**src/rtl/desloc_iterativo_pkg.sv**
```systemverilog
// desloc_iterativo_pkg: op codes, FSM states and default widths shared by the shifter and its control unit
package desloc_iterativo_pkg;
  localparam int DEF_WIDTH   = 32;
  localparam int DEF_SHAMT_W = 5;
  localparam logic [2:0] OP_NOP  = 3'b000;
  localparam logic [2:0] OP_LOAD = 3'b001;
  localparam logic [2:0] OP_SLL  = 3'b010;
  localparam logic [2:0] OP_SRL  = 3'b011;
  localparam logic [2:0] OP_SRA  = 3'b100;
  localparam logic [2:0] OP_ROR  = 3'b101;
  localparam logic [2:0] OP_ROL  = 3'b110;
  localparam logic [2:0] OP_RSV  = 3'b111;
  typedef enum logic [1:0] {IDLE, SHIFT, DONE} state_t;
endpackage

```
**src/rtl/desloc_passo.sv**
```systemverilog
// desloc_passo: one-bit shift/rotate step of a value for the given op
module desloc_passo
  import desloc_iterativo_pkg::*;
#(
  parameter int WIDTH = DEF_WIDTH
) (
  input  logic [WIDTH-1:0] valor,
  input  logic [2:0]       op,
  output logic [WIDTH-1:0] resultado
);
  always_comb
    resultado = (op == OP_SLL) ? {valor[WIDTH-2:0], 1'b0} :
                (op == OP_SRL) ? {1'b0, valor[WIDTH-1:1]} :
                (op == OP_SRA) ? {valor[WIDTH-1], valor[WIDTH-1:1]} :
                (op == OP_ROR) ? {valor[0], valor[WIDTH-1:1]} :
                (op == OP_ROL) ? {valor[WIDTH-2:0], valor[WIDTH-1]} :
                valor;
endmodule

```
**src/rtl/desloc_iterativo.sv**
```systemverilog
// desloc_iterativo: iterative shifter applying one bit position per clock, with busy/done handshake
module desloc_iterativo
  import desloc_iterativo_pkg::*;
#(
  parameter int WIDTH   = DEF_WIDTH,
  parameter int SHAMT_W = DEF_SHAMT_W
) (
  input  logic               clk,
  input  logic               reset,
  input  logic               start,
  input  logic [2:0]         op,
  input  logic [SHAMT_W-1:0] n,
  input  logic [WIDTH-1:0]   entrada,
  output logic [WIDTH-1:0]   saida,
  output logic               busy,
  output logic               done
);
  state_t state, state_nxt;
  logic [SHAMT_W-1:0] count;
  logic [2:0] op_r;
  logic [WIDTH-1:0] passo;
  logic accept;
  assign accept = start && state != SHIFT && op != OP_NOP && op != OP_RSV;
  desloc_passo #(.WIDTH(WIDTH)) u_passo (.valor(saida), .op(op_r), .resultado(passo));
  always_ff @(posedge clk or posedge reset)
    if (reset) state <= IDLE;
    else state <= state_nxt;
  always_comb
    state_nxt = accept ? ((op == OP_LOAD || n == '0) ? DONE : SHIFT) :
                (state == SHIFT) ? ((count == SHAMT_W'(1)) ? DONE : SHIFT) :
                IDLE;
  always_comb begin
    busy = state == SHIFT;
    done = state == DONE;
  end
  always_ff @(posedge clk or posedge reset)
    if (reset) begin
      saida <= '0;
      count <= '0;
      op_r  <= OP_NOP;
    end else if (accept) begin
      saida <= entrada;
      count <= n;
      op_r  <= op;
    end else if (state == SHIFT) begin
      saida <= passo;
      count <= count - SHAMT_W'(1);
    end
endmodule
```
**config.mk**
```make
export PLATFORM = sky130hd
export DESIGN_NAME = desloc_iterativo
export DESIGN_NICKNAME = d
export VERILOG_FILES = /design/src/rtl/desloc_iterativo_pkg.sv /design/src/rtl/desloc_passo.sv /design/src/rtl/desloc_iterativo.sv
export SDC_FILE = /design/constraint.sdc
export NUM_CORES = 1
export LEC_CHECK = 0
export CAP_MARGIN = 5
export CORE_ASPECT_RATIO = 0.7
export CORE_UTILIZATION = 40
export CTS_CLUSTER_SIZE = 24
export DETAILED_ROUTE_END_ITERATION = 6
export PLACE_DENSITY = 0.7
export SLEW_MARGIN = 20
export SYNTH_ARGS = -nofsm -noshare
export SYNTH_HDL_FRONTEND = slang
export SYNTH_SLANG_ARGS = --single-unit
```
**constraint.sdc**
```tcl
create_clock -name clk -period 1.6 [get_ports clk]
set_input_delay 0.16 -clock clk [delete_from_list [all_inputs] [get_ports clk]]
set_output_delay 0.16 -clock clk [all_outputs]
set_load 0.005 [all_outputs]
```
* Word-level counts from Yosys, hierarchy flattened *
Cells that the tools add are included.

operators by class
  add/subtract/negate cells = 1
  equality and inequality tests = 12
  muxes and demuxes = 13
  reductions and logical operators = 11

operators by type and width
  kind                                                                     number
  32-bit two-way mux                                                       7
  5-bit two-way mux                                                        2
  3-bit == test, second input constant                                     3
  2-bit two-way mux                                                        4
  3-bit by 2-bit == test with 1-bit output, second input constant          2
  6-bit nonzero test                                                       1
  5-bit by 1-bit == test with 1-bit output, second input constant          1
  5-bit zero test                                                          1
  5-bit nonzero test                                                       1
  5-bit by 1-bit subtractor with 5-bit output, second input constant       1
  4-bit by 2-bit inequality test with 1-bit output, second input constant  1
  3-bit by 1-bit == test with 1-bit output, second input constant          1
  1-bit logical AND                                                        3
  3-bit inequality test, second input constant                             1
  3-bit AND reduction                                                      1
  3-bit nonzero test                                                       1
  2-bit by 1-bit == test with 1-bit output, second input constant          1
  2-bit == test, second input constant                                     1
  2-bit by 1-bit inequality test with 1-bit output, second input constant  1
  2-bit AND reduction                                                      1
  2-bit nonzero test                                                       1
  1-bit logical OR                                                         1

word-level totals
  register bits after elaboration = 42
  bits of input ports = 43

* Depth between registers and ports, before layout *
Gate-level depths: netlist of the first run.

  depth in word-level cells = 8
  gate-level depth with buffers = 8
  depth with buffers taken out = 5

* Cells and area by module *
Synthesis of the first run repeated with hierarchy kept, for this count alone.

second synthesis, totals
  cells, all modules = 408
  area total of the unflattened synthesis = 3419.5 um^2

by module, submodules not included
  module            times used  cells an instance  area an instance (um^2)  sequential area each (um^2)
  desloc_iterativo  1           193                1904.3                   1051.0
  desloc_passo      1           215                1515.2                   0.0

* Worst setup path after synthesis of the first run *
Ideal clock, no wire load.

  path kind = register to register
  from = register state[1]
  to = register saida[10]
  setup time = 121 ps
  arrival = 1315 ps
  required time = 1479 ps
  slack = 165 ps
  stages on the path, launching flop included = 9
  clock period less this slack = 1435 ps
  cell sequence = dfrtp_1 > nand2b_1 > buf_2 > inv_4 > o211a_1 > buf_4 > buf_4 > o21a_1 > o21ai_1

between the ends
  elaborated cells on any way between the ends = 9

RTL lines
  element                                   line                    source
  start, declared                           desloc_iterativo.sv:18  state_t state, state_nxt;
  start signal, assigned                    desloc_iterativo.sv:27  else state <= state_nxt;
  2-bit by 1-bit == test with 1-bit output  -
  via busy                                  desloc_iterativo.sv:15  output logic busy,
  2-bit nonzero test (no line)              -
  2-bit AND reduction (no line)             -
  end signal, assigned                      desloc_iterativo.sv:42  saida <= entrada;
  end signal, assigned                      desloc_iterativo.sv:46  saida <= passo;
  end, declared                             desloc_iterativo.sv:14  output logic [WIDTH-1:0] saida,

The timed path passes the listed nets, and every way through them passes these cells.
A chain may end at the register's enable or synchronous reset.

* Worst setup path in the final report of the first run *
  from = register state[1]
  to = output port busy

between the ends
  longest elaborated chain between the ends = 1

ends and longest elaborated chain
  element                                   line                    source
  2-bit by 1-bit == test with 1-bit output  desloc_iterativo.sv:33  busy = state == SHIFT;
  end, declared                             desloc_iterativo.sv:15

Every way passes these cells.

==> results of run 1 <==
-- state kept, by name (all words and copies together) (netlist names) --
register  count
op_r          3
count         5
state         2
saida        32
-- cell type report --
cell class | count | area, sq um | share of cell area, %
Timing Repair Buffer | 105 | 1090 | 29.2
Clock buffer | 7 | 76.3 | 2.04
Sequential cell | 42 | 1050 | 28.2
Tap cell | 78 | 97.6 | 2.61
Multi-Input combinational cell | 245 | 1400 | 37.3
Inverter | 6 | 25.0 | 0.669
-- cell usage in the layout (no fill, tap or decap), drive strengths merged, types with 3 or more instances in the layout --
| master | synthesis | layout |
|---|---|---|
| buf | 20 | 28 |
| o21a | 14 | 14 |
| a21oi | 48 | 48 |
| and2 | 3 | 3 |
| o21ai | 50 | 50 |
| dfrtp | 42 | 42 |
| nor3 | 15 | 15 |
| a21o | 18 | 18 |
| clkdlybuf4s50 | 0 | 75 |
| nand3 | 19 | 19 |
| nand2 | 29 | 29 |
| inv | 6 | 5 |
| clkbuf | 9 | 8 |
| nor2 | 19 | 19 |
-- kinds of logic (layout without fill, tap and decap cells) --
family,after synthesis,count (layout),share of synthesized area [%]
flops,42,42,40.5
compound gates,144,144,33.1
simple gates,95,95,17.2
xor+xnor,3,3,1.01
buf+inv,35,118,6.80
fa+ha+maj,2,2,0.964
mux,1,1,0.386
-- tightest hold or removal path: stages --
cell             delay, ps
clkdlybuf4s50_1        400
clkinv_1                70
buf_12                 230
-- through the flow --
stage | util, % | total power [W] | cell area [sq um] | worst slack [ps]
2_1_floorplan | - | 0.00503 | 2590 | 165
3_3_place_gp | 57.2 | 0.00693 | 3570 | -73.2
3_5_place_dp | 57.2 | 0.00704 | 3570 | -119
4_1_cts | 58.7 | 0.00778 | 3660 | 26.0
5_1_grt | 59.9 | 0.00871 | 3740 | -12.5
6_report | 59.9 | 0.00801 | 3740 | 45.7
-- synth_stat cells, types with 2 or more instances --
cell type,n,area (sq um)
a21oi_1,48,240
dfrtp_1,42,1050
o21ai_0,40,200
nand2_1,29,109
nand3_1,19,95.1
nor2_1,19,71.3
a21o_1,18,135
buf_2,16,80.1
nor3_1,15,75.1
o21a_1,14,105
o21ai_1,10,50.1
clkbuf_1,9,33.8
inv_1,5,18.8
and2_1,3,18.8
a221o_1,2,20.0
a31oi_1,2,12.5
buf_4,2,15.0
buf_6,2,22.5
ha_1,2,25.0
nor2b_1,2,12.5
xnor2_1,2,17.5
-- timing repair --
item                                   in CTS  in global routing
setup endpoints to repair                   1                 16
pin swaps                                   0                  1
gates cloned                                0                  1
endpoints found under the hold margin       0                  0
buffers inserted                            1                  3
gates resized for setup                     2                  7
-- power by group through the flow --
stage	sequential (W)	combinational [W]	clock, W
3_5_place_dp	0.00226	0.00479	0
6_report	0.00227	0.00508	0.000660
2_1_floorplan	0.00212	0.00291	0
4_1_cts	0.00225	0.00485	0.000687
5_1_grt	0.00237	0.00561	0.000725
3_3_place_gp	0.00225	0.00468	0
-- worst min path at each step --
stage / startpoint / end / slack, ps / cells after the start
after CTS: reset / count[3] / 210 / 3
after global routing: reset / count[3] / 220 / 3
final: reset / saida[21] / 200 / 3
after floorplan: op[2] / op_r[2] / 270 / 2
after global placement: reset / saida[21] / 530 / 3
after detailed placement: reset / count[3] / 530 / 3
-- routing by layer --
metal	share of wire, %	vias up
li1	-	1320
met1	46	1263
met2	45	105
met3	7.7	5
met4	0.64	0
met5	0	-
==> metrics.cfg, run 1 <==
[status]
status = complete, but fails checks
violations = DRC

[clock_tree]
hold_buffers = 0
cts-root-buf = clkbuf_8
clockBufferDepth = 2
clk_pin_slew_ps = 80
worstSkewPairLatency_ps = 290
cts.sinks = 42
ctsHtreeMaxLevel = 2
cts_buffers = 5
cts_tree = built

[floorplanning]
die_y_um = 69.4
start_util_pct = 41.5
core_area_sq_mm = 0.00625
dieArea_sq_mm = 0.00682
die_width_um = 98.3
ios = 77
num_rows = 24

[synthesis]
syn_area_sq_mm = 0.00259
synth_edf_count = 0
synth.net_count = 367
async_flop_share_pct = 100
ys_types = 42
ys_warn_count = 0
ys.flop_type = dfrtp_1
syn_inst = 322
syn_area_per_cell_sq_um = 8.06
ys_seq_elements = 42
ys_seq_area_share_pct = 40.5

[worst_setup_path]
crit_path_end_kind = primary output
worstSetupStartpointType = flop
path_cells = nand2b_4 > inv_4 > clkdlybuf4s50_1
critPathSlowestCell = clkdlybuf4s50_1
timing.critical_path.buf_inv = 2
rrSetupSlack_ps = 60
path_max_fanout = 4
crit_start = state[1]
cp.depth = 3
required_ps = 1440
critPathTopFamily = buffers and inverters
critPathCapture = busy
reg2reg_to = saida[26]
r2r-start = op_r[1]
worstPathArrival_ps = 1390
rr_worst_depth = 6
path_class = reg2out
max_stage_delay_ps = 490

[placed_design]
place.port_buffers = 76
gp_congestion = 0.904
dp.cells = 471
hpwl_um = 4840

[global_routing]
grt_pass1_wl_um = 12100
antenna_found_initial = 0
grt.busiest_layer = met2
use_met1_pct = 32.0
grt-ovfl-total = 0
grt_util_met3_pct = 4.74
grt_max_degree = 43
grt_util_all_layers_pct = 22.0
grt_pass1_vias = 2495
use_met2_pct = 33.4

[sta]
slew-limit-headroom_pct = 70.5
hold_viol = 0
fmax_mhz = 643
finalSetupTns_ps = 0
setup_viol = 0
period_share_pct = 97.1
clock_skew_ps = 5.60
worst_pin_slew_ps = 431
slew_viol_final = 0
fin_crit_ps = 1550
hold_slack_ps = 198

[pwr]
comb_power_share_pct = 63.4
switching_power_w = 0.00332
p_seq_share_pct = 28.4
power_density_mw_per_mm2 = 2140
swShare_pct = 41.4
power_leakage_nw = 1.51
peakVddDrop_uv = 1070
p_int_w = 0.00469
clkPwrFrac_pct = 8.2

[routing]
drtIter0Drc = 121
via_count = 2693
postRouteAntennaNets = 0
drt-vias-per-instance = 5.58
drc = 6
dr.pass1.iters = 6
drt-total-wl_um = 7170
wl_per_cell_um = 14.8

[run]
drv_cap = 0

[layout]
synthToLayoutAreaGrowth_pct = 44.1
num-fill-cells = 570
drive_gt1_share_pct = 11.6
diodes = 0
fin_cells = 483
layout.nets = 450

[hold_path]
hold_path.class = in2async

Power figures use the tool's default switching activity.
==> run 2: changes to the inputs <==
--- a/config.mk
+++ b/config.mk
@@ -11,6 +11,7 @@
 export CTS_CLUSTER_SIZE = 24
 export DETAILED_ROUTE_END_ITERATION = 6
 export PLACE_DENSITY = 0.7
+export SKIP_LAST_GASP = 1
 export SLEW_MARGIN = 20
 export SYNTH_ARGS = -nofsm -noshare
 export SYNTH_HDL_FRONTEND = slang
==> run 2 against run 1 <==
The flow still finishes with violations (DRC). Global-route usage did not move. Flip-flop and latch count unchanged. Largest cell class unchanged. Fmax stayed put. Non-clock buffer count unchanged. Clock-buffer cell count stayed put. Die area stayed put. Highest routed layer unchanged. Design area fell by 0.10%. Critical endpoint unchanged. Cell count stayed put.
==> metrics.cfg, run 2 (synthesized netlist as in run 1, its figures left out) <==
[status]
status = complete, but fails checks
violations = DRC

[worst_setup_path]
rrSetupSlack_ps = 60  ; about the same
reg2reg_to = saida[26]
path_class = reg2out
rr_worst_depth = 6  ; unchanged
crit_start = state[1]
path_max_fanout = 4  ; unchanged
critPathCapture = busy
crit_path_end_kind = primary output
r2r-start = op_r[1]
worstSetupStartpointType = flop
worstPathArrival_ps = 1390  ; about the same
required_ps = 1440  ; about the same

[layout]
largest-register = saida
top_regs = saida x32, count x5, op_r x3
drive_gt1_share_pct = 11.6  ; unchanged
diodes = 0  ; unchanged
layout.nets = 450  ; unchanged
final_cell_mix = clkdlybuf4s50_1 (75), a21oi_1 (47), o21ai_0 (40), dfrtp_1 (40), nand2_1 (29)
largest_reg_flops = 32  ; unchanged
synthToLayoutAreaGrowth_pct = 43.9
num-fill-cells = 571  ; +0.18%
final_common_cell = clkdlybuf4s50_1

[routing]
drc = 6  ; unchanged
drt-vias-per-instance = 5.57  ; -0.19%
wl_per_cell_um = 14.9  ; about the same
dr.pass1.iters = 6  ; unchanged
postRouteAntennaNets = 0  ; unchanged
drtIter0Drc = 122  ; +0.83%
via_count = 2688  ; -0.19%
drt-total-wl_um = 7170  ; about the same

[floorplanning]
ios = 77  ; unchanged
dieArea_sq_mm = 0.00682  ; unchanged
num_rows = 24  ; unchanged
core_area_sq_mm = 0.00625  ; unchanged
die_width_um = 98.3  ; unchanged
start_util_pct = 41.5  ; unchanged
die_y_um = 69.4  ; unchanged

[clock_tree]
clk_pin_slew_ps = 80  ; about the same
cts.sinks = 42  ; unchanged
cts-root-buf = clkbuf_8
cts_buffers = 5  ; unchanged
worstSkewPairLatency_ps = 290  ; about the same
ctsHtreeMaxLevel = 2  ; unchanged
clockBufferDepth = 2  ; unchanged
cts_tree = built

[global_routing]
grt_max_degree = 43  ; unchanged
antenna_found_initial = 0  ; unchanged
grt-ovfl-total = 0  ; unchanged
grt_util_all_layers_pct = 22.0  ; unchanged
grt_pass1_vias = 2495  ; unchanged
grt_pass1_wl_um = 12100  ; unchanged

[placed_design]
hpwl_um = 4840  ; unchanged
place.port_buffers = 76  ; unchanged
gp_congestion = 0.904  ; unchanged
place_ws_ps = -119  ; unchanged

[sta]
worst_pin_slew_ps = 431  ; unchanged
slew-limit-headroom_pct = 70.5  ; unchanged
setup_slack_ps = 45.7  ; unchanged
slew_viol_final = 0  ; unchanged
fin_crit_ps = 1550  ; unchanged
hold_viol = 0  ; unchanged
rsz0062_at_grt = true
period_share_pct = 97.1  ; unchanged
clock_skew_ps = 5.60  ; unchanged
setup_viol = 0  ; unchanged
finalSetupTns_ps = 0  ; unchanged
fmax_mhz = 643  ; unchanged

[pwr]
power_density_mw_per_mm2 = 2140  ; about the same
peakVddDrop_uv = 1060  ; -0.44%
power_leakage_nw = 1.51  ; about the same

[hold_path]
hold_path.class = in2async

[run]
drv_cap = 0  ; unchanged

## run 2: changes by cell type in the layout (fill, tap and decap cells not counted)
cell and delta:
buf_6 -1, buf_4 +1
## run 2: worst min-delay path by stage
stage,start,end,slack (ps),cells after the start
2_1_floorplan,op[2],op_r[2],270,2
3_3_place_gp,reset,saida[21],530,3
3_5_place_dp,reset,count[3],530,3
4_1_cts,reset,count[3],210,3
5_1_grt,reset,count[3],220,3
6_report,reset,saida[21],200,3
## run 2: layout make-up
type                    instances  area (sq um)  area share [%]
multi-input cells             245          1400            37.4
repair buffers                105          1090            29.1
flip-flops and latches         42          1050            28.2
well taps                      78          97.6            2.61
clock buffers                   7          76.3            2.04
inverters                       6          25.0           0.670
## run 2: metal layers
layer  GRT usage (%)  share of wire (%)  up-vias
met1            32.0                 46     1260
li1                -                  -     1320
met4            5.64               0.64        0
met5               0                  0        -
met2            33.4                 45      103
met3            4.74                7.7        5
## run 2: where the power goes
| part | switching (W) | internal, W | leakage (nW) |
|---|---|---|---|
| Clock | 0.000359 | 0.000301 | 0.0383 |
| Sequential | 0.000629 | 0.00164 | 0.495 |
| Combinational | 0.00233 | 0.00274 | 0.980 |
| Total | 0.00332 | 0.00468 | 1.51 |
## run 2: critical path: stages, from the launching register on
cell and delay [ps]:
dfrtp_1 380, nand2b_4 170, inv_4 70, clkdlybuf4s50_1 490
## run 2: what timing repair did
item,4_1_cts,5_1_grt
hold buffers,0,0
pin swaps,0,1
cloned,0,1
setup endpoints to repair,1,16
resized for setup,2,6
buffers inserted,1,3
## run 2: stage by stage
step / power [W] / area (sq um) / hold WS (ps) / utilization [%] / instances
6_report: 0.00800 / 3730 / 198 / 59.8 / 483
5_1_grt: 0.00870 / 3730 / 220 / 59.8 / 483
4_1_cts: 0.00778 / 3660 / 206 / 58.7 / 479
3_5_place_dp: 0.00704 / 3570 / 531 / 57.2 / 471
3_3_place_gp: 0.00693 / 3570 / 529 / 57.2 / 471
2_1_floorplan: 0.00503 / 2590 / 265 / - / 322
==> run 3: changes to the inputs <==
--- a/config.mk
+++ b/config.mk
@@ -5,7 +5,7 @@
 export SDC_FILE = /design/constraint.sdc
 export NUM_CORES = 1
 export LEC_CHECK = 0
-export CAP_MARGIN = 5
+export CAP_MARGIN = 20
 export CORE_ASPECT_RATIO = 0.7
 export CORE_UTILIZATION = 40
 export CTS_CLUSTER_SIZE = 24
==> constraint.sdc (replaced) <==
create_clock -name clk -period 1.7 [get_ports clk]
set_input_delay 0.17 -clock clk [delete_from_list [all_inputs] [get_ports clk]]
set_output_delay 0.17 -clock clk [all_outputs]
set_load 0.005 [all_outputs]
==> run 3 against run 2 <==
Sequential share of layout area grew 0.87 points. Global-route usage shrank 0.097 points. Flip-flop and latch count is the same. The flow still finishes with violations (DRC).
==> metrics.cfg, run 3 (synthesized netlist as in run 1, its figures left out) <==
[status]
status = complete, but fails checks
violations = DRC

[layout]
diodes = 0  ; unchanged
final_cell_mix = clkdlybuf4s50_1 (76), a21oi_1 (47), dfrtp_1 (42)
largest_reg_flops = 32  ; unchanged
top_regs = saida x32, count x5, op_r x3
design_area_sq_mm = 0.00361  ; -3.2%
synthToLayoutAreaGrowth_pct = 39.3
largest-register = saida
final_common_cell = clkdlybuf4s50_1
drive_gt1_share_pct = 8.10  ; -3.5 points
layout.nets = 440  ; -2.2%
num-fill-cells = 594  ; +4.0%
fin_cells = 473  ; -2.1%

[worst_setup_path]
r2r-start = op_r[1]
worstPathArrival_ps = 1780  ; +390 ps
path_cells = and2_1 > nor3b_1 > a2111oi_0 > o31ai_2
max_stage_delay_ps = 560  ; +70 ps
rr_worst_depth = 4  ; -2
required_ps = 1860  ; +420 ps
crit_path_end_kind = flop
reg2reg_to = saida[31]
worstSetupStartpointType = flop
critPathSlowestCell = a2111oi_0
path_class = reg2reg
path_max_fanout = 10  ; +6
rrSetupSlack_ps = 90  ; +30 ps

[routing]
wl_per_cell_um = 15.0  ; +0.79%
dr.pass1.iters = 7  ; +1
drtIter0Drc = 167  ; +37%
drt-vias-per-instance = 5.62  ; +0.94%
drc = 6  ; unchanged
via_count = 2657  ; -1.2%
postRouteAntennaNets = 0  ; unchanged
drt-total-wl_um = 7080  ; -1.3%

[clock_tree]
clockBufferDepth = 2  ; unchanged
cts_tree = built
cts.sinks = 42  ; unchanged
cts_buffers = 5  ; unchanged
worstSkewPairLatency_ps = 290  ; about the same
hold_buffers = 0  ; unchanged
clk_pin_slew_ps = 80  ; about the same
ctsHtreeMaxLevel = 2  ; unchanged
cts-root-buf = clkbuf_8

[placed_design]
hpwl_um = 4800  ; -0.83%
dp.cells = 465  ; -1.3%
place.port_buffers = 76  ; unchanged
gp_congestion = 0.913  ; +1.0%
place_area_sq_mm = 0.00352  ; -1.6%

[sta]
setup_viol = 0  ; unchanged
fin_crit_ps = 1610
hold_viol = 0  ; unchanged
fmax_mhz = 620
slew-limit-headroom_pct = 61.1  ; -9.4 points
slew_viol_final = 0  ; unchanged
period_share_pct = 94.9
rsz0062_at_grt = true
hold_slack_ps = 204  ; +5.49 ps
clock_skew_ps = 3.66  ; -1.94 ps
worst_pin_slew_ps = 569  ; +137 ps

[floorplanning]
start_util_pct = 41.5  ; unchanged
num_rows = 24  ; unchanged
die_width_um = 98.3  ; unchanged
dieArea_sq_mm = 0.00682  ; unchanged
die_y_um = 69.4  ; unchanged
core_area_sq_mm = 0.00625  ; unchanged
ios = 77  ; unchanged

[run]
drv_cap = 0  ; unchanged

[pwr]
comb_power_share_pct = 61.5  ; -1.8 points
p_seq_share_pct = 29.8  ; +1.4 points
peakVddDrop_uv = 888  ; -16%
p_total_w = 0.00721  ; -9.9%
clkPwrFrac_pct = 8.7  ; +0.4 points
p_int_w = 0.00416  ; -11%
power_density_mw_per_mm2 = 1990  ; -6.9%
switching_power_w = 0.00305  ; -8.0%
power_leakage_nw = 1.44  ; -4.8%
swShare_pct = 42.3  ; +0.85 points

[hold_path]
hold_path.class = in2async

[global_routing]
antenna_found_initial = 0  ; unchanged
grt_pass1_vias = 2581  ; +3.4%
grt_pass1_wl_um = 12100  ; about the same
grt_util_all_layers_pct = 21.9  ; -0.097 points
grt_max_degree = 43  ; unchanged
grt-ovfl-total = 0  ; unchanged

run 3: layout make-up:
type	count	area (sq um)	area share, %
well taps	78	97.6	2.70
flip-flops and latches	42	1050	29.1
multi-input cells	245	1380	38.1
clock buffers	7	76.3	2.11
inverters	6	25.0	0.692
repair buffers	95	986	27.3
run 3: worst max-delay path by stage:
stage	slack, ps	endpoint	from
floorplan	260	saida[10]	state[1]
global placement	20	state[1]	op[0]
detailed placement	-60	saida[22]	op[0]
CTS	40	busy	state[1]
global route	-10	saida[26]	op_r[1]
finish	90	saida[31]	op_r[1]
run 3: stage by stage:
| step | TNS (ps) | worst slack [ps] | utilization (%) |
|---|---|---|---|
| after floorplan | 0 | 265 | - |
| after detailed placement | -286 | -55.9 | 56.3 |
| after global placement | 0 | 17.4 | 56.3 |
| after CTS | 0 | 36.4 | 57.7 |
| after global routing | -19.9 | -10.9 | 57.9 |
| final | 0 | 87.3 | 57.9 |
run 3: worst max-delay path, delay by kind of cell, from the launching register on:
family | cells | cell delay [ps]
and+or+nand+nor | 2 | 260
AOI/OAI and AO/OA | 2 | 680
DFF | 1 | 540
run 3: power by group through the flow:
| stage | Sequential [W] | Clock, W | Combinational (W) |
|---|---|---|---|
| after floorplan | 0.00199 | 0 | 0.00274 |
| after global placement | 0.00214 | 0 | 0.00424 |
| after detailed placement | 0.00214 | 0 | 0.00435 |
| after CTS | 0.00213 | 0.000643 | 0.00440 |
| after global routing | 0.00224 | 0.000689 | 0.00493 |
| final | 0.00215 | 0.000624 | 0.00444 |
run 3: repair_timing:
action | CTS | global route
setup buffers | 1 | 0
endpoints found under the setup margin | 1 | 11
resized for setup | 1 | 3
endpoints found under the hold margin | 0 | 0
run 3: per-layer routing:
layer | global-route usage (%) | vias to the layer above | wire (um)
li1 | - | 1292 | -
met1 | 31.3 | 1265 | 3420
met2 | 34.6 | 93 | 3180
met5 | 0 | - | 0
met4 | 4.31 | 0 | 42
met3 | 4.44 | 7 | 435
